File: src/rtl/ps2_pkg.sv
// PS/2 receiver shared types: FSM state encoding, special scancodes
// and an odd-parity helper used by the frame checker.
package ps2_pkg;

  typedef enum logic [1:0] {
    IDLE,
    DATA,
    PARITY,
    STOP
  } ps2_state_e;

  localparam logic [7:0] PS2_BREAK = 8'hF0;
  localparam logic [7:0] PS2_EXT   = 8'hE0;

  // True when byte plus parity bit hold an odd number of ones.
  function automatic logic odd_ok(
    input logic [7:0] b,
    input logic       p
  );
    return ^{b, p};
  endfunction

endpackage

File: src/rtl/ps2_scancode_rx_if.sv
// Scancode output bundle from the PS/2 receiver to the decoder.
// master: receiver drives scancode/flag/frame_err; slave: consumer.
interface ps2_scancode_rx_if;

  logic [7:0] scancode;
  logic       flag;
  logic       frame_err;

  modport master (
    output scancode,
    output flag,
    output frame_err
  );

  modport slave (
    input scancode,
    input flag,
    input frame_err
  );

endinterface

File: src/rtl/ps2_line_filter.sv
// Synchroniser + glitch filter + falling-edge pulse for one PS/2 line.
// Ports: vga_clk, reset (sync, high), line_in (async), level, fall.
module ps2_line_filter #(
  parameter int FILTER_LEN = 8
) (
  input  logic vga_clk,
  input  logic reset,
  input  logic line_in,
  output logic level,
  output logic fall
);

  localparam int CW = $clog2(FILTER_LEN + 1);

  logic [1:0]    sync;
  logic [CW-1:0] cnt;

  // level only moves after FILTER_LEN consecutive samples that
  // disagree with it; any agreeing sample restarts the run.
  always_ff @(posedge vga_clk) begin
    if (reset) begin
      sync  <= 2'b11;
      cnt   <= '0;
      level <= 1'b1;
      fall  <= 1'b0;
    end else begin
      sync <= {sync[0], line_in};
      fall <= 1'b0;
      if (sync[1] == level) begin
        cnt <= '0;
      end else if (cnt == CW'(FILTER_LEN - 1)) begin
        level <= sync[1];
        cnt   <= '0;
        fall  <= level;
      end else begin
        cnt <= cnt + 1'b1;
      end
    end
  end

endmodule

File: src/rtl/ps2_scancode_rx.sv
// PS/2 keyboard receiver: 11-bit frames -> scancode + flag strobe.
// Ports: vga_clk, reset (sync, high), ps2_clk, ps2_data, rx (master:
// scancode, flag, frame_err). Optional macro PS2_BREAK_FILTER_EN
// swallows F0-prefixed break sequences instead of publishing them.
module ps2_scancode_rx
  import ps2_pkg::*;
#(
  parameter int FILTER_LEN     = 8,
  parameter int TIMEOUT_CYCLES = 50000
) (
  input  logic vga_clk,
  input  logic reset,
  input  logic ps2_clk,
  input  logic ps2_data,
  ps2_scancode_rx_if.master rx
);

  localparam int TW = $clog2(TIMEOUT_CYCLES);

  logic       clk_lvl;
  logic       fall;
  logic [1:0] dsync;
  logic       din;

  ps2_state_e    state, state_d;
  logic [2:0]    bitcnt, bitcnt_d;
  logic [7:0]    shreg, shreg_d;
  logic          par, par_d;
  logic [TW-1:0] tcnt, tcnt_d;
  logic [7:0]    sc_q, sc_d;
  logic          flag_q, flag_d;
  logic          err_q, err_d;
`ifdef PS2_BREAK_FILTER_EN
  logic          bp, bp_d;
`endif

  ps2_line_filter #(
    .FILTER_LEN(FILTER_LEN)
  ) u_clk_filt (
    .vga_clk(vga_clk),
    .reset  (reset),
    .line_in(ps2_clk),
    .level  (clk_lvl),
    .fall   (fall)
  );

  always_ff @(posedge vga_clk) begin
    if (reset) dsync <= 2'b11;
    else       dsync <= {dsync[0], ps2_data};
  end

  assign din = dsync[1];

  always_comb begin
    state_d  = state;
    bitcnt_d = bitcnt;
    shreg_d  = shreg;
    par_d    = par;
    sc_d     = sc_q;
    flag_d   = 1'b0;
    err_d    = 1'b0;
`ifdef PS2_BREAK_FILTER_EN
    bp_d     = bp;
`endif
    if (state == IDLE || fall) tcnt_d = '0;
    else                       tcnt_d = tcnt + 1'b1;

    if (fall) begin
      unique case (state)
        IDLE: begin
          if (!din) begin
            state_d  = DATA;
            bitcnt_d = 3'd0;
          end
        end
        DATA: begin
          shreg_d  = {din, shreg[7:1]};
          bitcnt_d = bitcnt + 3'd1;
          if (bitcnt == 3'd7) state_d = PARITY;
        end
        PARITY: begin
          par_d   = din;
          state_d = STOP;
        end
        STOP: begin
          state_d = IDLE;
          if (din && odd_ok(shreg, par)) begin
`ifdef PS2_BREAK_FILTER_EN
            // Byte after F0 is the released key: drop it.
            // E0 prefixes may sit between F0 and that key.
            if (bp && shreg != PS2_EXT) begin
              bp_d = 1'b0;
            end else if (shreg == PS2_BREAK) begin
              bp_d = 1'b1;
            end else begin
              sc_d   = shreg;
              flag_d = 1'b1;
            end
`else
            sc_d   = shreg;
            flag_d = 1'b1;
`endif
          end else begin
            err_d = 1'b1;
`ifdef PS2_BREAK_FILTER_EN
            bp_d  = 1'b0;
`endif
          end
        end
        default: state_d = IDLE;
      endcase
    end else if (state != IDLE &&
                 tcnt == TW'(TIMEOUT_CYCLES - 1)) begin
      state_d = IDLE;
`ifdef PS2_BREAK_FILTER_EN
      bp_d    = 1'b0;
`endif
    end
  end

  always_ff @(posedge vga_clk) begin
    if (reset) begin
      state  <= IDLE;
      bitcnt <= '0;
      shreg  <= '0;
      par    <= 1'b0;
      tcnt   <= '0;
      sc_q   <= 8'h00;
      flag_q <= 1'b0;
      err_q  <= 1'b0;
`ifdef PS2_BREAK_FILTER_EN
      bp     <= 1'b0;
`endif
    end else begin
      state  <= state_d;
      bitcnt <= bitcnt_d;
      shreg  <= shreg_d;
      par    <= par_d;
      tcnt   <= tcnt_d;
      sc_q   <= sc_d;
      flag_q <= flag_d;
      err_q  <= err_d;
`ifdef PS2_BREAK_FILTER_EN
      bp     <= bp_d;
`endif
    end
  end

  assign rx.scancode  = sc_q;
  assign rx.flag      = flag_q;
  assign rx.frame_err = err_q;

  // clk_lvl is only consumed through fall.
  logic unused_lvl;
  assign unused_lvl = clk_lvl;

endmodule

File: src/flat_wrapper.sv
// flat-port wrapper written by rule: the top's interface ports become plain ports
module ps2_scancode_rx_flat import ps2_pkg::*;
#(
  parameter int FILTER_LEN     = 8,
  parameter int TIMEOUT_CYCLES = 50000
)
  (vga_clk, reset, ps2_clk, ps2_data, rx_scancode, rx_flag, rx_frame_err);
  ps2_scancode_rx_if rx_i ();
  input  logic vga_clk;
  input  logic reset;
  input  logic ps2_clk;
  input  logic ps2_data;
  output wire logic [$bits(rx_i.scancode)-1:0] rx_scancode;
  output wire logic [$bits(rx_i.flag)-1:0] rx_flag;
  output wire logic [$bits(rx_i.frame_err)-1:0] rx_frame_err;
  assign rx_scancode = rx_i.scancode;
  assign rx_flag = rx_i.flag;
  assign rx_frame_err = rx_i.frame_err;
  ps2_scancode_rx #(.FILTER_LEN(FILTER_LEN), .TIMEOUT_CYCLES(TIMEOUT_CYCLES)) u_core (.vga_clk(vga_clk), .reset(reset), .ps2_clk(ps2_clk), .ps2_data(ps2_data), .rx(rx_i));
endmodule
File: config.mk
export PLATFORM = sky130hd
export DESIGN_NAME = ps2_scancode_rx_flat
export DESIGN_NICKNAME = d
export VERILOG_FILES = /design/src/rtl/ps2_pkg.sv /design/src/rtl/ps2_scancode_rx_if.sv /design/src/rtl/ps2_line_filter.sv /design/src/rtl/ps2_scancode_rx.sv /design/src/flat_wrapper.sv
export SDC_FILE = /design/constraint.sdc
export NUM_CORES = 1
export LEC_CHECK = 0
export ABC_CLOCK_PERIOD_IN_PS = 2600
export CORE_AREA = 2 2 65 67
export DETAILED_ROUTE_END_ITERATION = 12
export DIE_AREA = 0 0 67 69
export PLACE_DENSITY_LB_ADDON = 0.3
export SYNTH_ARGS = -nofsm -noshare
export SYNTH_HDL_FRONTEND = slang
export SYNTH_SLANG_ARGS = --single-unit
File: constraint.sdc
create_clock -name vga_clk -period 2.6 [get_ports vga_clk]
set_input_delay 0.39 -clock vga_clk [delete_from_list [all_inputs] [get_ports vga_clk]]
set_output_delay 0.39 -clock vga_clk [all_outputs]
set_load 0.01 [all_outputs]
==> qor.yml <==
status: "complete, no violations"
rsz0062_at_grt: "no"
syn_area_per_cell_um2: 9.29
gp_congestion: 0.808
cts_tree: "built"
drtAntennaViolNets: 0
syn_nets: 236
die_w_um: 67
cts_hold_buffers: 0
portBuffers: 13
worstSetupEndpointType: "register"
placementRows: 23
startpoint_type: "register"
grt_pass1_vias: 1358
yosys.area.top_type: "dfxtp_1"
start_util: 0.532
clkLatencyLatePin_ns: 0.30
leakagePower_uw: 0.000864
path_max_fanout: 5
drcViolationCount: 0
yosys.area.top_type_share: 0.481
hold_viol: 0
cts_resized: 0
max_freq_mhz: 525
final_cells: 289
drtIter0Drc: 79
numClockSinks: 50
tns_ns: 0
crit_arrival_ns: 2.14
synthToLayoutAreaGrowth_pct: 13.7
clock_path_buffers: 2
hp-class: "register to register"
period_needed_ns: 1.90
synth_seq_cells: 50
fin_nets: 250
grt_pass1_wl_um: 5840
synth_cells: 224
cap_violations: 0
synth.top_cells.by_area: "dfxtp_1, nor2_1, ha_1"
synth_warnings: 0
finalSetupViolCount: 0
synth-edff-count: 0
coreArea_mm2: 0.00391
viasPerCell: 5.22
slew_violations: 0
p_clk_frac: 0.403
synth_cell_types: 34
synth_common_cells: "dfxtp_1, nor2_1, nand2_1"
worst_slew_pin_slew_ns: 0.543
ctsHtreeMaxLevel: 2
clk_pin_slew_worst_paths_ns: 0.09
design_area_mm2: 0.00236
dr.pass1.iters: 4
dp_hpwl_um: 2250
ir_drop_mv: 0.359
grt.total_usage: 0.159
path_cells: "inv_1 -> ha_1 -> a21boi_0 -> a21boi_0 -> a31oi_1 -> mux2_2 -> nor2_1"
async_flop_share: 0
p_int_uw: 1060
place_inst: 281
syn_area_mm2: 0.00208
antenna_found_initial: 0
switchingPower_uw: 256
post_cts_buffers: 0
critPathKind: "register to register"
swShare: 0.194
synth_seq_area_share: 0.481
layout-drive-gt1-share: 0.0669
powerDensity_mw_per_mm2: 558
vias: 1510
synth_flop_cell: "dfxtp_1"
slowest_stage: "a21boi_0"
dpl_cell_area_mm2: 0.00225
yosysMostFrequentCell: "dfxtp_1"
grt-ovfl-total: 0
die_h_um: 69
n_antenna_cell: 0
slowest_delay_ns: 0.39
combPwrFrac: 0.013
io_pins: 14
cp_data_required_time_ns: 2.84
fin_crit_sh: 0.732
dieArea_mm2: 0.00462
pwr-share-seq: 0.584
grt_max_degree: 33
wl_um: 3310
cts_buffers: 5
cpMostUsedCell: "a21boi_0"
clock-skew-final_ns: 0.00989
wl_per_cell_um: 11.4
ctsRootBufferMaster: "clkbuf_8"
slew_headroom: 0.638
## worst paths after layout
path	start	to	slack (ns)	cells past startpoint
worst min register to register	u_core.u_clk_filt.sync[0]	u_core.u_clk_filt.sync[1]	0.41	1
worst max register to register	u_core.state[0]	u_core.state[0]	0.70	7
worst min-delay path	u_core.u_clk_filt.sync[0]	u_core.u_clk_filt.sync[1]	0.41	1
worst max-delay path	u_core.state[0]	u_core.state[0]	0.70	7
## worst max-delay path: cells and delay by family, from the launching register on
kind | cells | cell delay (ns)
AOI/OAI and AO/OA | 3 | 0.78
DFF | 1 | 0.37
muxes | 1 | 0.29
adders and majority gates | 1 | 0.24
buffers and inverters | 1 | 0.08
and+or+nand+nor | 1 | 0.08
## cells by family (layout without fill, tap and decap cells)
kind of cell | Yosys count | after routing | synth area share
simple gates | 96 | 96 | 0.219
flops | 50 | 50 | 0.481
compound gates | 26 | 26 | 0.0734
xor+xnor | 20 | 20 | 0.0980
buf+inv | 14 | 29 | 0.0253
mux | 10 | 10 | 0.0547
fa+ha+maj | 8 | 8 | 0.0481
## cell type report
class | instances | area (µm²)
Inverter | 7 | 26.3
Sequential cell | 50 | 1000
Timing Repair Buffer | 14 | 138
Multi-Input combinational cell | 160 | 1030
Fill cell | 367 | 1550
Clock buffer | 6 | 72.6
Tap cell | 50 | 62.6
Clock inverter | 2 | 37.5
## per-layer routing
layer	global-route usage	share of wire	vias to the layer above	wire length (µm)
li1	-	-	784	-
met1	0.227	0.52	698	1720
met2	0.227	0.43	22	1410
met3	0.0489	0.035	6	115
met4	0.0567	0.018	0	61
met5	0	0	-	0
## per-stage QoR
stage	total power, µW	utilization	hold WS [ns]	setup slack, ns
floorplan	797	-	0.389	0.841
global placement	805	0.576	0.393	0.705
detailed placement	805	0.576	0.396	0.690
CTS	1340	0.604	0.418	0.674
global route	1380	0.604	0.434	0.470
finish	1320	0.604	0.414	0.696
## power groups by stage
| stage | Sequential [µW] | Clock, µW | Combinational, µW |
|---|---|---|---|
| 2_1_floorplan | 788 | 0 | 9.29 |
| 3_3_place_gp | 788 | 0 | 17.0 |
| 4_1_cts | 770 | 549 | 17.0 |
| 6_report | 770 | 532 | 16.9 |
| 3_5_place_dp | 788 | 0 | 17.0 |
| 5_1_grt | 771 | 589 | 18.7 |
## cell usage in the layout (no fill, tap or decap), drive strengths merged, types with 5 or more instances in the layout
| cell type | count |
|---|---|
| clkdlybuf4s50 | 13 |
| inv | 7 |
| dfxtp | 50 |
| clkbuf | 6 |
| ha | 8 |
| nand2 | 19 |
| nor2 | 35 |
| mux2i | 9 |
| xor2 | 9 |
| xnor2 | 9 |
| o21ai | 5 |
| nand3 | 17 |
| a21oi | 13 |
## sequential cells by signal (all words and copies together) (netlist names), 2 cells and up
name	cells
u_core.state	2
u_core.dsync	2
u_core.tcnt	16
u_core.u_clk_filt.cnt	4
u_core.shreg	8
u_core.bitcnt	3
u_core.u_clk_filt.sync	2
u_core.rx.scancode	8
(Power assumes the default switching activity.)
